`src/rtl/aes_inv_shift_rows_ser.sv`:
```
// Byte-serial AES InvShiftRows: 16-byte fill -> 128-bit block, 1 cycle after the 16th byte; fill stalls at 16 while oBlock is held.
// Define ISR_FWD_MODE_EN to add iEncMode, which selects forward ShiftRows at handoff for the encrypt path.
module aes_inv_shift_rows_ser #(
  parameter bit LSB_FIRST = 1'b0
) (
  input  logic         iClk,
  input  logic         iRsn,
  input  logic         iClear,
  input  logic [7:0]   iByte,
  input  logic         iByteValid,
  output logic         oByteReady,
  output logic [127:0] oBlock,
  output logic         oBlockValid,
`ifdef ISR_FWD_MODE_EN
  input  logic         iEncMode,
`endif
  input  logic         iBlockReady
);

  logic [4:0]   count;
  logic [127:0] fillBuf;
  logic [6:0]   wrBase;
  logic         byteXfer;
  logic         handoff;
  logic         fwdSel;

`ifdef ISR_FWD_MODE_EN
  assign fwdSel = iEncMode;
`else
  assign fwdSel = 1'b0;
`endif

  // State byte m lives at bits [127-8m -: 8]; the first byte lands at m=0 or m=15.
  function automatic logic [127:0] shiftRows(input logic [127:0] s, input logic fwd);
    logic [127:0] res;
    res = '0;
    for (int r = 0; r < 4; r++) begin
      for (int c = 0; c < 4; c++) begin
        int src;
        src = fwd ? ((c + r) % 4) : ((c - r + 4) % 4);
        res[127 - 8 * (r + 4 * c) -: 8] = s[127 - 8 * (r + 4 * src) -: 8];
      end
    end
    return res;
  endfunction

  assign oByteReady = (count != 5'd16);
  assign byteXfer   = iByteValid && oByteReady;
  assign handoff    = (count == 5'd16) && (!oBlockValid || iBlockReady) && !iClear;
  assign wrBase     = LSB_FIRST ? {count[3:0], 3'b000} : {~count[3:0], 3'b000};

  always_ff @(posedge iClk) begin
    if (!iRsn) begin
      count       <= 5'd0;
      fillBuf     <= '0;
      oBlock      <= '0;
      oBlockValid <= 1'b0;
    end else begin
      // Clear wins over both a byte write and a pending handoff.
      if (iClear || handoff) begin
        count <= 5'd0;
      end else if (byteXfer) begin
        fillBuf[wrBase +: 8] <= iByte;
        count                <= count + 5'd1;
      end

      if (handoff) begin
        oBlock      <= shiftRows(fillBuf, fwdSel);
        oBlockValid <= 1'b1;
      end else if (oBlockValid && iBlockReady) begin
        oBlockValid <= 1'b0;
      end
    end
  end

endmodule
```
`config.mk`:
```
export PLATFORM = sky130hd
export DESIGN_NAME = aes_inv_shift_rows_ser
export DESIGN_NICKNAME = d
export VERILOG_FILES = /design/src/rtl/aes_inv_shift_rows_ser.sv
export SDC_FILE = /design/constraint.sdc
export NUM_CORES = 1
export LEC_CHECK = 0
export BUFFER_PORTS_ARGS = -buffer_cell sky130_fd_sc_hd__buf_2
export CAP_MARGIN = 10
export CORE_MARGIN = 1
export CORE_UTILIZATION = 50
export DETAILED_ROUTE_END_ITERATION = 10
export PLACE_DENSITY = 0.8
export REMOVE_ABC_BUFFERS = 1
export SYNTH_ARGS = -nofsm -noshare
export SYNTH_HDL_FRONTEND = slang
export SYNTH_SLANG_ARGS = --single-unit
```
`constraint.sdc`:
```
create_clock -name iClk -period 3 [get_ports iClk]
set_input_delay 0.6 -clock iClk [delete_from_list [all_inputs] [get_ports iClk]]
set_output_delay 0.6 -clock iClk [all_outputs]
set_load 0.01 [all_outputs]
```
==> results of run 1 <==
sequential cells by signal (all words and copies together), names as in the netlist:
signal / cells
oBlock: 128
fillBuf: 128
oBlockValid: 1
count: 5
cell usage after synthesis (all sizes together):
library cell / number / area (um^2)
nand2b: 1 / 6.26
nand3: 31 / 170
nand4: 2 / 12.5
nor2b: 12 / 75.1
nor3: 3 / 37.5
clkbuf: 46 / 173
o311a: 1 / 10.0
clkinv: 1 / 5.00
and3b: 1 / 8.76
o21a: 1 / 7.51
nor2: 5 / 18.8
xor2: 3 / 26.3
xnor2: 4 / 42.6
inv: 3 / 11.3
o211a: 2 / 20.0
or3: 2 / 12.5
buf: 23 / 118
o211ai: 2 / 25.0
mux2i: 128 / 1280
and4bb: 1 / 16.3
o21ai: 1 / 5.00
nand2: 410 / 1540
a21oi: 3 / 15.0
and3: 3 / 18.8
nor3b: 3 / 27.5
a21boi: 128 / 961
dfxtp: 262 / 5250
ha: 3 / 37.5
nor4: 4 / 85.1
and2b: 1 / 7.51
logic make-up after synthesis:
family | share of synthesized area
AND/OR/NAND/NOR | 0.203
flip-flops | 0.523
AO/OA/AOI/OAI | 0.104
multiplexers | 0.128
buffers and inverters | 0.0306
XOR/XNOR | 0.00687
adder cells (fa/ha/maj) | 0.00375
power by group:
group	internal, W	switching (W)	leakage, nW
Combinational	0.0000654	0.000128	2.31
Clock	0.00210	0.00136	0.452
Sequential	0.00348	0.00000491	2.11
Total	0.00565	0.00150	4.87
worst paths after layout:
| check | cells after the start | start | slack [ns] | to |
|---|---|---|---|---|
| worst max register to register | 6 | count[0]$_SDFFE_PP0N_ | 0.64 | fillBuf[89]$_SDFFE_PN0P_ |
| worst min register to register | 2 | oBlock[111]$_SDFFE_PN0P_ | 0.45 | oBlock[111]$_SDFFE_PN0P_ |
| worst max-delay path | 5 | count[0]$_SDFFE_PP0N_ | 0.49 | oByteReady |
| worst min-delay path | 3 | iByteValid | 0.41 | count[1]$_SDFFE_PP0N_ |
cell type report:
class,instances,share of cell area
flip-flops and latches,262,0.440
multi-input cells,755,0.377
repair buffers,156,0.0753
clock buffers,34,0.0623
well taps,265,0.0278
clock inverters,15,0.0161
inverters,4,0.00137
per-stage QoR:
step,power (W),utilization,instances
final,0.00715,0.610,1491
after global routing,0.00737,0.610,1491
after CTS,0.00720,0.610,1491
after detailed placement,0.00376,0.562,1442
after global placement,0.00376,0.562,1442
after floorplan,0.00365,-,1021
worst max-delay path, cell delays in order, from the launching register on:
cell and delay (ns):
dfxtp_1 0.47, inv_1 0.14, ha_1 0.26, and4bb_4 0.22
clkinv_2 0.13, buf_2 0.17
routing by layer:
layer | vias to the layer above | routed length [um] | GRT usage
met5 | - | 0 | 0
met1 | 3652 | 10400 | 0.300
li1 | 3829 | - | -
met3 | 35 | 1140 | 0.0337
met2 | 190 | 10900 | 0.366
met4 | 0 | 406 | 0.0633
==> impl_metrics.csv, run 1 <==
group,metric,value,unit
run_status,outcome,"completed",
global_route,antenna_found_initial,0,
min_path,min_path_type,"primary input to flop",
sta,setup_slack,0.486,ns
floorplan,ioPinCount,143,
power,ir_drop,0.472,mV
clocking,holdBufCountCts,0,
power,p_per_area,600,nW/um^2
place,dpl-instance-area,11000,um^2
floorplan,core_area,19500,um^2
detailed_routing,wl_per_cell,15.4,um
flow_run,maxCapViolCount,0,
floorplan,die_w,144,um
sta,finalSetupTns,0,ns
final_layout,n_fill_cell,1745,
yosys,synth_area,10000,um^2
critical_path,cp-start-kind,"flop",
final_layout,nets,1222,
detailed_routing,drc,0,
detailed_routing,ant_nets,0,
detailed_routing,dr.pass1.iters,5,
final_layout,drive_gt1_frac,0.180,
yosys,syn_inst,1090,
critical_path,cp.required,2.40,ns
sta,slew_viol_final,0,
clocking,cts_tree,"built",
sta,worst_slew_pin_slew,0.652,ns
sta,fin_hold_ws,0.412,ns
sta,max_freq,398,MHz
place,place_ws,0.667,ns
global_route,overflow,0,
final_layout,num_antenna_cells,0,
final_layout,seqCellArea,5250,um^2
detailed_routing,vias_per_cell,5.17,
yosys,syn_avg_cell_area,9.19,um^2
global_route,grt_usage,0.222,
final_layout,syn2layout_area_growth,18.8,%
yosys,ys_seq_elements,262,
floorplan,start_util,0.513,
yosys,yosysWarnings,0,
place,port_buffers,142,
place,hpwl,14300,um
critical_path,critPathCaptureType,"output pin",
final_layout,layout_common_cells,"409 x nand2_1, 262 x dfxtp_1, 141 x buf_2, 128 x mux2i_1, 120 x a21boi_1",
final_layout,finalInstanceArea,11900,um^2
clocking,cts_buffers,27,
power,p_leak,4.87,nW
yosys,synth_cell_type_count,37,
sta,relSlewSlack,0.565,
final_layout,multi_input_area,4480,um^2
sta,post-route-period-util,0.838,
detailed_routing,first_iter_violations,500,
floorplan,rows,51,
sta,setup_violations,0,
critical_path,cp_max_fo,10,
clocking,clk_latency,0.52,ns
clocking,cts-root-buf,"clkbuf_16",
clocking,cts_buffer_depth,3,
clocking,cts.repair.resized,0,
floorplan,die-area,20600,um^2
sta,final-hold-violation-count,0,
clocking,clk_pin_slew,0.06,ns
clocking,htreeDepth,1,
detailed_routing,dr_total_vias,7706,
final_layout,layout_commonest_cell,"nand2_1",
place,place.gp.congestion,0.919,
global_route,grt_max_degree,131,
sta,finalClockSkew,0.0132,ns
critical_path,crit_type,"flop to output pin",
floorplan,fp.dieH,144,um
sta,rsz0062_at_grt,"no",
global_route,grt_pass1_wl,36300,um
yosys,synth-seq-area-share,0.523,
global_route,grt_pass1_vias,7128,
clocking,post_cts.repair.setup_buffers,0,
clocking,cts.sinks,262,
detailed_routing,drt-total-wl,22900,um
critical_path,crit_arrival,1.91,ns
sta,layout_min_cycle_time,2.51,ns
Note: power is estimated with default switching activity, not from simulation.
==> run 2, diff against run 1 <==
- PLACE_DENSITY: 0.8 -> 0.83
- clock period: 3 -> 2.3 ns (I/O delays scaled with it)
==> run 2 against run 1 <==
Against the previous run:
- sequential share of layout area is 0.67 points lower
- combinational power is 37% higher
- worst setup slack worse by 0.42 ns
- critical path depth stayed put
- global-route usage is 0.16 points higher
==> impl_metrics.csv, run 2 (synthesis gave the netlist of run 1 again) <==
group,metric,value,unit
clocking,cts_buffers,26,
global_route,grt_usage,0.223,
sta,layout_min_cycle_time,2.23,ns
critical_path,crit_arrival,1.77,ns
sta,max_freq,448,MHz
final_layout,drive_gt1_frac,0.197,
critical_path,cp_max_fo,10,
clocking,clk_latency,0.52,ns
power,clkPwrFrac,0.473,
sta,worst_slew_pin_slew,0.662,ns
detailed_routing,wl_per_cell,15.1,um
flow_run,maxCapViolCount,0,
detailed_routing,dr_total_vias,7764,
final_layout,largestRegisters,"fillBuf: 128 flops, oBlock: 128 flops, count: 5 flops",
sta,slew_viol_final,0,
sta,relSlewSlack,0.554,
critical_path,critPathCaptureType,"output pin",
power,p_sw,0.00190,W
critical_path,cp.required,1.84,ns
place,hpwl,14900,um
power,comb_power_share,0.029,
global_route,grt_pass1_vias,7391,
clocking,htreeDepth,1,
power,ir_drop,0.618,mV
place,dpl-instance-area,11200,um^2
critical_path,crit_type,"flop to output pin",
power,p_seq_frac,0.498,
floorplan,core_area,19500,um^2
clocking,cts.sinks,262,
sta,setup_violations,0,
final_layout,layout_common_cells,"409 x nand2_1, 261 x dfxtp_1, 141 x buf_2, 128 x mux2i_1, 120 x a21boi_1",
sta,rsz0062_at_grt,"no",
detailed_routing,drt-total-wl,22900,um
floorplan,die-area,20600,um^2
run_status,outcome,"completed",
clocking,cts_tree,"built",
final_layout,num_antenna_cells,0,
global_route,antenna_found_initial,0,
detailed_routing,dr.pass1.iters,5,
power,switching_share,0.208,
global_route,grt_pass1_wl,37000,um
floorplan,ioPinCount,143,
floorplan,start_util,0.513,
global_route,overflow,0,
clocking,holdBufCountCts,0,
detailed_routing,drc,0,
sta,finalSetupTns,0,ns
detailed_routing,vias_per_cell,5.12,
detailed_routing,ant_nets,0,
final_layout,finalInstanceArea,12100,um^2
critical_path,cp-start-kind,"flop",
floorplan,fp.dieH,144,um
clocking,clk_pin_slew,0.06,ns
power,p_int,0.00723,W
clocking,cts-root-buf,"clkbuf_16",
power,p_per_area,755,nW/um^2
sta,post-route-period-util,0.970,
final_layout,layout_commonest_cell,"nand2_1",
floorplan,rows,51,
final_layout,nets,1248,
sta,finalClockSkew,0.00994,ns
sta,final-hold-violation-count,0,
final_layout,syn2layout_area_growth,20.7,%
place,place.gp.congestion,0.964,
min_path,min_path_type,"primary input to flop",
detailed_routing,first_iter_violations,420,
global_route,grt_max_degree,90,
floorplan,die_w,144,um
final_layout,final_util,0.619,
power,p_leak,4.99,nW
clocking,cts_buffer_depth,3,
place,port_buffers,142,
[run 2: worst paths after layout]
| check | slack [ns] | endpoint | cells past startpoint | from |
|---|---|---|---|---|
| setup / recovery | 0.07 | oByteReady | 5 | count[0]$_SDFFE_PP0N_ |
| hold / removal | 0.29 | oBlockValid$_SDFFE_PN0P_ | 2 | iRsn |
| setup reg to reg | 0.18 | oBlock[118]$_SDFFE_PN0P_ | 8 | count[0]$_SDFFE_PP0N_ |
| hold reg to reg | 0.45 | oBlock[116]$_SDFFE_PN0P_ | 2 | oBlock[116]$_SDFFE_PN0P_ |
[run 2: layer usage]
metal,global-route usage,part of all wire,up-vias
li1,-,-,3869
met1,0.300,0.46,3650
met2,0.374,0.47,208
met3,0.0323,0.054,37
met4,0.0599,0.023,0
met5,0,0,-
[run 2: final cells by class]
| type | instances | area, um^2 |
|---|---|---|
| Timing Repair Buffer | 183 | 1120 |
| Inverter | 4 | 20.0 |
| Clock inverter | 12 | 144 |
| Sequential cell | 262 | 5250 |
| Multi-Input combinational cell | 755 | 4490 |
| Fill cell | 1681 | 7430 |
| Clock buffer | 36 | 739 |
| Tap cell | 265 | 332 |
[run 2: timing repair]
action,CTS,global route
endpoints found under the setup margin,1,4
gates resized for setup,2,2
buffers inserted,0,0
gates cloned,0,0
[run 2: power groups by stage]
stage                     clock (W)  combinational (W)  sequential (W)
after global routing        0.00457           0.000285         0.00455
after global placement            0           0.000259         0.00465
after detailed placement          0           0.000263         0.00465
after CTS                   0.00439           0.000264         0.00455
final                       0.00432           0.000265         0.00455
after floorplan                   0           0.000111         0.00465
[run 2: metrics by stage]
stage                     setup WS [ns]  instances  total power (W)  hold WS [ns]
final                            0.0701       1517          0.00913         0.287
after detailed placement         0.0965       1469          0.00492         0.441
after floorplan                   -5.54       1021          0.00476         0.430
after global routing            0.00208       1517          0.00941         0.286
after global placement            0.222       1469          0.00491         0.437
after CTS                        0.0484       1517          0.00921         0.263
[run 2: worst max-delay path, cell delays in order, from the launching register on]
cell and delay, ns:
dfxtp_2 0.36, inv_1 0.13, ha_2 0.22, and4bb_4 0.28, clkinv_4 0.10, buf_2 0.16
